### src/rtl/cond_unit.sv
// Conditional-execution unit: stored NZCV flags, condition check, gated PC/reg/mem write strobes.
// Latency: strobes and CondEx are combinational (0 cycles); flags update on the rising clk edge.
// Backpressure: none, one instruction is accepted every cycle; optional counters under COND_PERF_EN.
module cond_unit #(
   parameter int         CNT_W    = 16,
   parameter logic [3:0] FLAG_RST = 4'b0000
) (
   input  logic             clk,
   input  logic             reset,
   input  logic             Valid,
   input  logic [3:0]       Cond,
   input  logic [3:0]       ALUFlags,
   input  logic [1:0]       FlagW,
   input  logic             PCS,
   input  logic             RegW,
   input  logic             MemW,
   output logic             PCSrc,
   output logic             RegWrite,
   output logic             MemWrite,
   output logic [3:0]       Flags,
   output logic             CondEx,
   input  logic             PerfClr,
   output logic [CNT_W-1:0] InstrCnt,
   output logic [CNT_W-1:0] SkipCnt,
   output logic [CNT_W-1:0] BrCnt
);

   logic [3:0] flags_q;
   logic       cond_pass;
   logic       n_f, z_f, c_f, v_f;

   assign n_f = flags_q[3];
   assign z_f = flags_q[2];
   assign c_f = flags_q[1];
   assign v_f = flags_q[0];

   // Evaluate the condition field against the flags left by earlier instructions.
   always_comb begin
      cond_pass = 1'b0;
      case (Cond)
         4'b0000: cond_pass = z_f;
         4'b0001: cond_pass = ~z_f;
         4'b0010: cond_pass = c_f;
         4'b0011: cond_pass = ~c_f;
         4'b0100: cond_pass = n_f;
         4'b0101: cond_pass = ~n_f;
         4'b0110: cond_pass = v_f;
         4'b0111: cond_pass = ~v_f;
         4'b1000: cond_pass = c_f & ~z_f;
         4'b1001: cond_pass = ~c_f | z_f;
         4'b1010: cond_pass = (n_f == v_f);
         4'b1011: cond_pass = (n_f != v_f);
         4'b1100: cond_pass = ~z_f & (n_f == v_f);
         4'b1101: cond_pass = z_f | (n_f != v_f);
         4'b1110: cond_pass = 1'b1;
         default: cond_pass = 1'b0;
      endcase
   end

   // Reset is folded in so no strobe escapes while the unit is held in reset.
   assign CondEx   = Valid & cond_pass & ~reset;
   assign PCSrc    = PCS  & CondEx;
   assign RegWrite = RegW & CondEx;
   assign MemWrite = MemW & CondEx;
   assign Flags    = flags_q;

   // Write the N,Z and C,V halves independently, only for executed instructions.
   always_ff @(posedge clk or posedge reset) begin
      if (reset) begin
         flags_q <= FLAG_RST;
      end else if (CondEx) begin
         if (FlagW[1]) flags_q[3:2] <= ALUFlags[3:2];
         if (FlagW[0]) flags_q[1:0] <= ALUFlags[1:0];
      end
   end

`ifdef COND_PERF_EN
   localparam logic [CNT_W-1:0] CNT_ONE = {{(CNT_W-1){1'b0}}, 1'b1};
   localparam logic [CNT_W-1:0] CNT_MAX = {CNT_W{1'b1}};

   logic [CNT_W-1:0] instr_q, skip_q, br_q;

   // Saturating event counters; a clear wins over any increment in the same cycle.
   always_ff @(posedge clk or posedge reset) begin
      if (reset) begin
         instr_q <= '0;
         skip_q  <= '0;
         br_q    <= '0;
      end else if (PerfClr) begin
         instr_q <= '0;
         skip_q  <= '0;
         br_q    <= '0;
      end else if (Valid) begin
         if (instr_q != CNT_MAX)           instr_q <= instr_q + CNT_ONE;
         if (!CondEx && skip_q != CNT_MAX) skip_q  <= skip_q + CNT_ONE;
         if (PCSrc && br_q != CNT_MAX)     br_q    <= br_q + CNT_ONE;
      end
   end

   assign InstrCnt = instr_q;
   assign SkipCnt  = skip_q;
   assign BrCnt    = br_q;
`else
   logic unused_perfclr;

   assign unused_perfclr = PerfClr;
   assign InstrCnt       = '0;
   assign SkipCnt        = '0;
   assign BrCnt          = '0;
`endif

endmodule
### config.mk
export PLATFORM = sky130hd
export DESIGN_NAME = cond_unit
export DESIGN_NICKNAME = d
export VERILOG_FILES = /design/src/rtl/cond_unit.sv
export SDC_FILE = /design/constraint.sdc
export NUM_CORES = 1
export LEC_CHECK = 0
export BUFFER_PORTS_ARGS = -buffer_cell sky130_fd_sc_hd__buf_2
export CORE_MARGIN = 4
export CORE_UTILIZATION = 30
export DETAILED_ROUTE_END_ITERATION = 10
export PLACE_DENSITY = 0.74
export SYNTH_ARGS = -nofsm -noshare
export SYNTH_HDL_FRONTEND = slang
export SYNTH_SLANG_ARGS = --single-unit
export TNS_END_PERCENT = 20
### constraint.sdc
create_clock -name clk -period 2.5 [get_ports clk]
set_clock_uncertainty 0.2 [all_clocks]
set_input_delay 0.25 -clock clk [delete_from_list [all_inputs] [get_ports clk]]
set_output_delay 0.25 -clock clk [all_outputs]
set_load 0.02 [all_outputs]
==> metrics.txt <==
dpl cell area 773 sq um; Int Power ~320 uW; routed len/inst between 10 and 15 um; clock share of power 0.123; metal2 WL approximately 960 um; Cell variety after synth 33; VDD IR-drop max ~0.49 mV; I/O Buffers 23; Total Neg Setup Slack 0 ps; Worst Hold Class in -> reg; drc violations 0; met1 wire length roughly 490 um; CP Capture Type primary output; post-synthesis instance total 101; number of max-cap violations 0; initial core utilization 0.325; startpoint types register; Post-synth EDFFs 0; Worst-path clk slew about 40 ps; Sw Share 0.489; Final nets around 150; Seq/Total Area, Yosys 0.121; Fmax 408 MHz; Pre-antenna DRT Iters 4; Primary FF master, synth dfrtp_1; hpwl dp between 1000 and 1500 um; YS warnings 0; growth of design area from synthesis to finish 8.76%; CTS sink cnt 4; Buffers & Inverters on Critical Path 1; Tot GR Track Use 0.0675; DR top layer met4; 1st-iter DRT viols 9; CP Data Arrival Time ~2000 ps; largest net degree at the start of global routing 12; Post-synth ARST share 1.00; Filler cells 292; flops & latches, synth 4; Die X about 60 um; largest fanout on the critical path 5; # IOs 73; # H-tree levels 1; DIE HEIGHT roughly 60 um; Core ar. around 2500 sq um; clk_lat worst skew 230 ps; first-pass GRT wire length roughly 1900 um; post-route cell area 901 sq um; DR WL met3 192 um; synthesized area roughly 830 sq um; Antenna Nets Post-Route 0; status completed; layout cells sized above 1 0.323; slowest CP cell or4b_4; Setup CP Type reg -> out; crit share post-route 0.979; antenna violations before repair 0; Final Hold Viols 0; Slew @ Worst Pin ~550 ps; die area 3670 sq um; Reg power frac 0.259; CP delay by family, top simple AND/OR/NAND/NOR gates; Max Root-Sink Buffers 2; Comb power frac 0.618; RSZ-0062 raised after global routing true; number of diodes 0; pwr dens between 600 and 700 nW/um^2; vias in the first global route roughly 450; total grt overflow 0; normalized max-slew margin 0.632; Max Transition Viols Final 0; Row Count 18; max incr delay on CP 560 ps; leakage between 0.4 and 0.5 nW; CP Data Required Time 2050 ps; Placer Congestion 0.696; final wirelength 1660 um; number of vias per cell roughly 4; Tmin final around 2400 ps; Largest register FFs 4; Post-Syn Area per Cell between 8 and 9 sq um; Vias between 600 and 700; Final setup viols 0; TritonCTS clock tree built; Sw Pwr just over 300 uW; CTS Buf Count 3; clock tree root buffer cell clkbuf_4; crit path cell chain or4b_4, a31oi_4, a2111oi_4, a31oi_2, and2_1, buf_6
[per-layer routing]
layer | global-route usage | vias up
met3 | 0.0170 | 2
met5 | 0 | -
met2 | 0.127 | 43
li1 | - | 298
met4 | 0.0279 | 0
met1 | 0.0713 | 285
[power by group through the flow]
| stage | clock [mW] | sequential, mW | combinational (mW) |
|---|---|---|---|
| 3_3_place_gp | 0 | 0.153 | 0.304 |
| 5_1_grt | 0.0878 | 0.175 | 0.418 |
| 4_1_cts | 0.0836 | 0.164 | 0.322 |
| 2_1_floorplan | 0 | 0.182 | 0.256 |
| 6_report | 0.0773 | 0.162 | 0.388 |
| 3_5_place_dp | 0 | 0.155 | 0.308 |
[worst reg2reg max path: stages (launching register included)]
cell and delay [ps]:
dfrtp_2 430, or4b_4 560, a31oi_4 180, a2111oi_4 60
a31oi_1 270, mux2_1 360
[area by class of cell]
| class | instances | area (sq um) | area share |
|---|---|---|---|
| multi-input combinational | 90 | 547 | 0.607 |
| timing repair buffer | 27 | 166 | 0.185 |
| sequential | 4 | 103 | 0.114 |
| tap | 30 | 37.5 | 0.0417 |
| inverter | 3 | 25.0 | 0.0278 |
| clock buffer | 3 | 22.5 | 0.0250 |
[worst paths after layout]
kind                             start  slack [ps]        to  cells past startpoint
max                           Flags[0]          50     PCSrc                      6
min reg2reg                   Flags[2]         430  Flags[2]                      1
min in group asynchronous        reset         250  Flags[1]                      3
max reg2reg                   Flags[0]         330  Flags[0]                      5
max in group asynchronous        reset        1660  Flags[3]                      3
min                        ALUFlags[1]          40  Flags[1]                      2
[layout by cell type, fill, tap and decap left out, types with 2 or more instances in the layout]
| cell | n |
|---|---|
| inv_1 | 2 |
| dfrtp_2 | 2 |
| clkbuf_4 | 3 |
| nand3_1 | 2 |
| nor2_1 | 2 |
| nand2b_1 | 3 |
| mux2_1 | 5 |
| nand2_1 | 4 |
| conb_1 | 48 |
| buf_6 | 3 |
| dfrtp_1 | 2 |
| and2_1 | 3 |
| buf_4 | 3 |
| buf_2 | 20 |
| a31oi_1 | 2 |
[cell families (layout without fill, tap and decap cells)]
group / after synthesis / after routing / synth area share
buffers and inverters: 54 / 33 / 0.494
and+or+nand+nor: 24 / 24 / 0.178
AOI/OAI and AO/OA: 11 / 11 / 0.112
muxes: 6 / 6 / 0.0801
DFF: 4 / 4 / 0.121
other: 1 / 48 / 0.00453
xor gates and xnor gates: 1 / 1 / 0.0106
[Yosys cell counts (2+ instances only)]
cell type,instances,share of area
inv_1,2,0.0091
mux2_1,5,0.068
a31oi_1,4,0.030
nand3_1,2,0.012
dfrtp_1,4,0.12
nand2b_1,3,0.023
nor2_1,2,0.0091
nand2_1,4,0.018
buf_4,49,0.44
and2_1,3,0.023
[metrics by stage]
stage	power, mW	worst slack [ps]	utilization	std cells	hold slack, ps
floorplan	0.438	14.7	-	148	-179
global placement	0.457	155	0.304	150	-59.0
detailed placement	0.463	150	0.304	150	-55.9
CTS	0.569	-2.65	0.324	154	26.8
global route	0.681	-24.8	0.354	157	41.4
finish	0.628	51.8	0.354	157	35.9
[repair_timing]
| action | in CTS | in global routing |
|---|---|---|
| buffers inserted | 0 | 3 |
| hold endpoints to repair | 4 | 0 |
| resized for setup | 6 | 10 |
| pin swaps | 2 | 1 |
| hold buffers | 1 | 0 |
| endpoints found under the setup margin | 3 | 4 |
(Power assumes the default switching activity.)
